## config.mk

```make
export PLATFORM = sky130hd
export DESIGN_NAME = sort_feeder
export DESIGN_NICKNAME = d
export VERILOG_FILES = /design/src/rtl/sort_feeder.sv
export SDC_FILE = /design/constraint.sdc
export NUM_CORES = 1
export LEC_CHECK = 0
export ABC_AREA = 1
export CAP_MARGIN = 20
export CORE_ASPECT_RATIO = 1.4
export CORE_MARGIN = 8
export CORE_UTILIZATION = 35
export DETAILED_ROUTE_END_ITERATION = 8
export SYNTH_ARGS = -nofsm -noshare
export SYNTH_HDL_FRONTEND = slang
export SYNTH_SLANG_ARGS = --single-unit
```

## constraint.sdc

```tcl
create_clock -name clk -period 3.2 [get_ports clk]
set_input_delay 0.64 -clock clk [delete_from_list [all_inputs] [get_ports clk]]
set_output_delay 0.64 -clock clk [all_outputs]
set_load 0.01 [all_outputs]
```

## src/rtl/sort_feeder.sv

```systemverilog
`default_nettype none
// +----------------------------------------------------------------------------+
// | sort_feeder: stream front end that loads, kicks and drains an 8x8 sorter.  |
// | Optional SORT_FEEDER_DESC_EN reverses readout order (requires PAD=8'hFF).  |
// | Revision: 1.0                                                              |
// +----------------------------------------------------------------------------+
module sort_feeder #(
  parameter int          LEN     = 8,
  parameter logic [7:0]  PAD     = 8'hFF,
  parameter int          TIMEOUT = 200
) (
  input  logic       clk,
  input  logic       rst,
  input  logic       in_valid,
  input  logic [7:0] in_data,
  output logic       in_ready,
  output logic       out_valid,
  output logic [7:0] out_data,
  input  logic       out_ready,
  output logic       busy,
  output logic       err,
  output logic       s_start,
  output logic       s_wr,
  output logic [2:0] s_addr,
  output logic [7:0] s_datain,
  input  logic [7:0] s_dataout,
  input  logic       s_ready
);

  typedef enum logic [3:0] {
    S_SYNC    = 4'd0,
    S_LOAD    = 4'd1,
    S_KICK    = 4'd2,
    S_WAIT_LO = 4'd3,
    S_WAIT_HI = 4'd4,
    S_RD      = 4'd5,
    S_CAP     = 4'd6,
    S_HOLD    = 4'd7,
    S_ERR     = 4'd8
  } state_t;

  localparam logic [3:0] c_len      = 4'(LEN);
  localparam int         c_tw       = $clog2(TIMEOUT + 1);
  localparam logic [c_tw-1:0] c_tmr_last = c_tw'(TIMEOUT - 1);

`ifdef SORT_FEEDER_DESC_EN
  localparam logic [2:0] c_k_first = 3'(LEN - 1);
  localparam logic [2:0] c_k_last  = 3'd0;
`else
  localparam logic [2:0] c_k_first = 3'd0;
  localparam logic [2:0] c_k_last  = 3'(LEN - 1);
`endif

  state_t          state_q;
  logic [3:0]      cnt_q;
  logic [c_tw-1:0] tmr_q;
  logic [2:0]      k_q;
  logic            err_q;
  logic            out_valid_q;
  logic [7:0]      out_data_q;

  logic            w_load;
  logic            w_take;
  logic            w_pad;
  logic            w_wr;
  logic [2:0]      w_k_next;

  assign w_load = (state_q == S_LOAD);
  assign w_take = w_load && (cnt_q < c_len);
  assign w_pad  = w_load && (cnt_q >= c_len);
  // Payload writes need the live input byte, so the write strobe is decoded combinationally.
  assign w_wr   = (w_take && in_valid) || w_pad;

`ifdef SORT_FEEDER_DESC_EN
  assign w_k_next = k_q - 3'd1;
`else
  assign w_k_next = k_q + 3'd1;
`endif

  assign in_ready  = w_take;
  assign s_wr      = w_wr;
  assign s_start   = (state_q == S_KICK);
  assign s_addr    = w_wr ? cnt_q[2:0] : ((state_q == S_RD) ? k_q : 3'd0);
  assign s_datain  = !w_wr ? 8'd0 : (w_take ? in_data : PAD);
  assign busy      = !((state_q == S_SYNC) || (w_load && (cnt_q == 4'd0)));
  assign err       = err_q;
  assign out_valid = out_valid_q;
  assign out_data  = out_data_q;

  always_ff @(posedge clk) begin
    if (rst) begin
      state_q     <= S_SYNC;
      cnt_q       <= 4'd0;
      tmr_q       <= '0;
      k_q         <= 3'd0;
      err_q       <= 1'b0;
      out_valid_q <= 1'b0;
      out_data_q  <= 8'd0;
    end else begin
      case (state_q)
        S_SYNC: begin
          cnt_q <= 4'd0;
          if (s_ready) state_q <= S_LOAD;
        end
        S_LOAD: begin
          if (w_wr) begin
            if (cnt_q == 4'd7) begin
              cnt_q   <= 4'd0;
              state_q <= S_KICK;
            end else begin
              cnt_q <= cnt_q + 4'd1;
            end
          end
        end
        S_KICK: state_q <= S_WAIT_LO;
        S_WAIT_LO: begin
          if (!s_ready) begin
            tmr_q   <= '0;
            state_q <= S_WAIT_HI;
          end
        end
        S_WAIT_HI: begin
          if (s_ready) begin
            k_q     <= c_k_first;
            state_q <= S_RD;
          end else if (tmr_q == c_tmr_last) begin
            err_q   <= 1'b1;
            state_q <= S_ERR;
          end else begin
            tmr_q <= tmr_q + c_tw'(1);
          end
        end
        S_RD: state_q <= S_CAP;
        // Sorter read data for the address presented in RD is valid here.
        S_CAP: begin
          out_data_q  <= s_dataout;
          out_valid_q <= 1'b1;
          state_q     <= S_HOLD;
        end
        S_HOLD: begin
          if (out_ready) begin
            out_valid_q <= 1'b0;
            if (k_q == c_k_last) begin
              cnt_q   <= 4'd0;
              state_q <= S_LOAD;
            end else begin
              k_q     <= w_k_next;
              state_q <= S_RD;
            end
          end
        end
        S_ERR: begin
          err_q       <= 1'b1;
          out_valid_q <= 1'b0;
        end
        default: state_q <= S_SYNC;
      endcase
    end
  end

endmodule
`default_nettype wire

```

==> results.yml, run 1 <==
run_status:
  status: "finished, final reports clean"
logic_synthesis:
  netlist_instances: 280
  synth_top_area_cell: "dfxtp_1"
  synth.top_cells.by_count: "74 x nor2_1, 57 x nand2_1, 29 x dfxtp_1, 26 x inv_1, 21 x nand3_1"
  ys_async_sr_fraction_pct: 0
  yosysMostFrequentCell: "nor2_1"
  synthTopCellsByArea: "dfxtp_1 33%, nor2_1 16%, nand2_1 12%"
  syn_area_um2: 1770
  synth_cell_types: 28
  avgSynthCellArea_um2: 6.33
  synth_top_area_share_pct: 32.8
  yosys_warnings: 0
  yosysSeqAreaShare_pct: 32.8
  syn_nets: 306
  ys_dominant_reg_cell: "dfxtp_1"
  synth_edf_count: 0
  ys_ff_latch: 29
timing:
  fin_ws_ns: 0.380
  rsz0062_at_grt: "no"
  fin_tns_setup_ns: 0
  tightest_slew_ns: 0.346
  fmax_mhz: 355
  fin_crit_sh_pct: 88.1
  setup_viol: 0
  holdWs_ns: 0.453
  slew_headroom_pct: 76.9
  fin_skew_ns: 0.00121
  maxSlewViolCount: 0
  finalHoldViolCount: 0
  min_period_ns: 2.82
clock_network:
  h-tree-depth: 2
  postCtsHoldBufs: 0
  root_buffer: "clkbuf_8"
  cts_tree: "yes"
  cts_buffers: 5
  post_cts_buffers: 0
  cts.repair.resized: 0
  clk_pin_slew_worst_paths_ns: 0.06
  clock_sinks: 29
  clk_path_buf_depth: 2
  worstSkewPairLatency_ns: 0.28
floorplan:
  rows: 30
  ioPinCount: 46
  fp.dieW_um: 76.1
  core_um2: 4880
  die_y_um: 100
  die_area_um2: 7630
  initial_core_util_pct: 36.3
place:
  placed_area_um2: 2290
  portBuffers: 45
  globalplace.congestion: 0.835
  dp_hpwl_um: 3760
  dp_slack_ns: 0.376
  dp_cells: 386
global_route:
  grt.overflow.total: 0
  antenna_found_initial: 0
  grt_pass1_vias: 1798
  grt_max_degree: 20
  grt_util_all_layers_pct: 12.8
  grt_pass1_wl_um: 8170
cells_and_area:
  drive_above_1_share_pct: 10.9
  nNetsFinal: 355
  seqCellArea_um2: 581
  multiInputGateArea_um2: 1040
  fin_util_pct: 48.6
  layout.cells.non_filler: 394
  fillCellCount: 520
  final_area_um2: 2370
  n_antenna_cell: 0
  area_growth_pct: 33.8
route:
  drc: 0
  post_drt_wl_per_cell_um: 11.8
  vias: 1810
  dr.pass1.iters: 4
  drt-total-wl_um: 4660
  via_per_inst: 4.59
  route.antenna.remaining_nets: 0
  drtIter0Drc: 64
critical_path:
  start_kind: "input pin"
  endpoint_kind: "output port"
  required_ns: 2.56
  worstPathMaxFanout: 11
  reg2regPathDepth: 9
  crit_type: "in2out"
  arrival_ns: 2.18
power:
  p_leak_nw: 0.990
  power.total_mw: 1.35
  power_density_nw_per_um2: 569
  vdd_drop_max_mv: 0.229
hold_path:
  hold_class: "reg2reg"
  hold-path-cell-count: 2
job:
  maxCapViolCount: 0
## flip-flops by register name, indices dropped and copies added (netlist names)
name,cells
out_data,8
tmr_q,8
cnt_q,4
state_q,4
k_q,3
err,1
out_valid,1
## routing by layer
layer  share of wire (%)  GRT usage (%)  vias to the layer above
met3                 4.5           3.49                        8
li1                    -              -                      977
met4                 2.5           6.98                        0
met2                  51           23.5                       39
met1                  42           12.8                      786
met5                   0              0                        -
## critical path, stage by stage
cell and delay [ns]:
clkdlybuf4s50_1 0.46, nor2_1 0.06, nor2_2 0.11, inv_1 0.15
o21ai_0 0.20, clkdlybuf4s50_1 0.56
## power by group
part | leakage [nW] | total [mW] | switching [mW] | internal, mW
Sequential | 0.235 | 0.477 | 0.0586 | 0.419
Combinational | 0.710 | 0.583 | 0.341 | 0.241
Clock | 0.0450 | 0.289 | 0.138 | 0.150
## logic make-up (layout without fill, tap and decap cells)
| kind of cell | count (synthesis) | after routing | share of synthesized area (%) |
|---|---|---|---|
| simple gates | 173 | 173 | 43.6 |
| xor+xnor | 2 | 2 | 0.989 |
| flops | 29 | 29 | 32.8 |
| fa+ha+maj | 5 | 5 | 3.53 |
| buf+inv | 38 | 88 | 8.62 |
| compound gates | 33 | 33 | 10.5 |
## path summary, 6_finish.rpt
path | from | to | slack, ns
setup / recovery | in_valid | s_addr[2] | 0.38
hold / removal | err | err | 0.45
setup reg to reg | tmr_q[0] | tmr_q[4] | 1.60
hold reg to reg | err | err | 0.45
## cell usage in the layout (no fill, tap or decap), drive strengths merged
master	Yosys	final
xor2	1	1
clkbuf	2	6
o21ai	16	16
ha	5	5
a21oi	13	13
xnor2	1	1
clkinv	2	4
clkdlybuf4s50	0	45
dfxtp	29	29
nor3	1	1
nand2	66	66
o22ai	2	2
a21boi	1	1
buf	3	2
nor2	82	82
a32oi	1	1
nand4	1	1
inv	31	31
nand3	23	23
## layout make-up
| class | instances | area share [%] |
|---|---|---|
| multi-input cells | 213 | 43.8 |
| flip-flops and latches | 29 | 24.5 |
| repair buffers | 47 | 19.6 |
| inverters | 33 | 5.22 |
| well taps | 64 | 3.38 |
| clock buffers | 6 | 3.06 |
| clock inverters | 2 | 0.422 |
Power figures use the tool's default switching activity.
==> inputs of run 2 (changes only) <==
--- a/config.mk
+++ b/config.mk
@@ -10,6 +10,7 @@
 export CORE_ASPECT_RATIO = 1.4
 export CORE_MARGIN = 8
 export CORE_UTILIZATION = 35
+export CTS_CLUSTER_DIAMETER = 200
 export DETAILED_ROUTE_END_ITERATION = 8
 export SYNTH_ARGS = -nofsm -noshare
 export SYNTH_HDL_FRONTEND = slang
==> constraint.sdc (replaced) <==
create_clock -name clk -period 2.76 [get_ports clk]
set_input_delay 0.552 -clock clk [delete_from_list [all_inputs] [get_ports clk]]
set_output_delay 0.552 -clock clk [all_outputs]
set_load 0.01 [all_outputs]
==> run 2 against run 1 <==
  * Clock power up 19%
  * Worst hold slack worse by 0.0038 ns
  * Final area up 1.5%
  * Largest power group unchanged
==> results.yml, run 2 (synthesis gave the netlist of run 1 again) <==
run_status:
  status: "finished, final reports clean"
hold_path:
  hold-path-cell-count: 2
  min_from: "err"
  hold_class: "reg2reg"
cells_and_area:
  n_antenna_cell: 0
  fillCellCount: 524
  area_growth_pct: 35.8
  drive_above_1_share_pct: 12.9
  nNetsFinal: 359
  final_common_cell: "nor2_1"
  most-common-layout-cells: "74 x nor2_1, 57 x nand2_1, 45 x clkdlybuf4s50_1"
  layout.cells.non_filler: 398
  final_area_um2: 2410
power:
  power.share.clock_pct: 21.6
  power.total_mw: 1.59
  vdd_drop_max_mv: 0.323
  p_sw_mw: 0.637
  seqPwrFrac_pct: 34.9
  swShare_pct: 39.9
  comb_power_share_pct: 43.5
  p_leak_nw: 1.01
  power_density_nw_per_um2: 663
  p_int_mw: 0.957
route:
  drc: 0
  dr.pass1.iters: 4
  drt-total-wl_um: 4680
  vias: 1827
  via_per_inst: 4.59
  post_drt_wl_per_cell_um: 11.8
  drtIter0Drc: 42
  route.antenna.remaining_nets: 0
floorplan:
  ioPinCount: 46
  die_area_um2: 7630
  rows: 30
  die_y_um: 100
  core_um2: 4880
  fp.dieW_um: 76.1
  initial_core_util_pct: 36.3
timing:
  finalHoldViolCount: 0
  maxSlewViolCount: 0
  setup_viol: 0
  tightest_slew_ns: 0.330
  slew_headroom_pct: 77.9
  fin_skew_ns: 0.00661
  min_period_ns: 2.58
  fmax_mhz: 388
  rsz0062_at_grt: "no"
  fin_crit_sh_pct: 93.4
  holdWs_ns: 0.450
  fin_tns_setup_ns: 0
global_route:
  grt_max_degree: 17
  grt_pass1_wl_um: 8060
  grt_util_all_layers_pct: 12.9
  grt.overflow.total: 0
  antenna_found_initial: 0
  grt_pass1_vias: 1752
critical_path:
  start_kind: "input pin"
  critPathMostFrequentCell: "clkdlybuf4s50_1"
  r2r_start: "state_q[3]"
  endpoint_kind: "output port"
  reg2regPathDepth: 5
  worstPathMaxFanout: 11
  required_ns: 2.21
  slowest_stage: "clkdlybuf4s50_1"
  critPathTopFamily: "buffers and inverters"
  arrival_ns: 2.03
  max_stage_delay_ns: 0.56
  crit_type: "in2out"
  path_buf_inv: 3
  crit_start: "in_valid"
  cp.depth: 6
  path_cells: "clkdlybuf4s50_1, nor2_1, nor2_2, inv_2, o21ai_0, clkdlybuf4s50_1"
clock_network:
  h-tree-depth: 2
  clock_sinks: 29
  cts_tree: "yes"
  cts_buffers: 5
  worstSkewPairLatency_ns: 0.29
  clk_path_buf_depth: 2
  root_buffer: "clkbuf_8"
  clk_pin_slew_worst_paths_ns: 0.06
place:
  globalplace.congestion: 0.835
  placed_area_um2: 2300
  dp_cells: 387
  portBuffers: 45
  dp_hpwl_um: 3740
job:
  maxCapViolCount: 0
-- run 2: changes by cell type in the layout (fill, tap and decap cells not counted) --
cell and change:
clkbuf_1 -1, buf_4 +4, dfxtp_2 +1, inv_2 +1, clkinvlp_4 +1, inv_1 -1
dfxtp_1 -1
-- run 2: final cells by class --
class	instances	area, um^2	share of cell area, %
inverter	33	124	5.15
timing repair buffer	51	495	20.6
tap	64	80.1	3.33
sequential	29	582	24.2
multi-input combinational	213	1040	43.2
clock inverter	3	17.5	0.728
clock buffer	5	68.8	2.86
-- run 2: worst register-to-register path: cells and delay by family (launching register included) --
family / cells / cell delay (ns)
flops: 1 / 0.51
simple gates: 2 / 0.38
buf+inv: 1 / 0.33
compound gates: 2 / 0.29
-- run 2: path summary, 6_finish.rpt --
kind	endpoint	slack (ns)
worst min-delay path	err	0.45
worst max register to register	out_valid	1.16
worst max-delay path	s_addr[2]	0.18
worst min register to register	err	0.45
-- run 2: power by group through the flow --
stage                     Sequential, mW  Combinational [mW]  Clock [mW]
after detailed placement           0.566               0.682           0
after floorplan                    0.559               0.448           0
final                              0.557               0.693       0.345
after global placement             0.565               0.678           0
after global routing               0.571               0.799       0.383
after CTS                          0.557               0.685       0.358
-- run 2: layer usage --
layer  track usage, %  up-vias  part of all wire [%]
met4             6.69        0                   2.5
met5                0        -                     0
met2             23.1       49                    50
met1             13.0      779                    42
li1                 -      988                     -
met3             4.29       11                   5.0
-- run 2: repair_timing --
| item | in CTS | in global routing |
|---|---|---|
| hold buffers | 0 | 0 |
| setup endpoints to repair | 0 | 11 |
| buffers inserted | 0 | 3 |
| resized for setup | 0 | 2 |
| endpoints found under the hold margin | 0 | 0 |
-- run 2: stage by stage --
| step | utilization, % | setup WS (ns) |
|---|---|---|
| final | 49.3 | 0.182 |
| after global routing | 49.3 | 0.00488 |
| after CTS | 48.8 | 0.0396 |
| after detailed placement | 47.1 | 0.119 |
| after global placement | 47.1 | 0.169 |
| after floorplan | - | 0.898 |
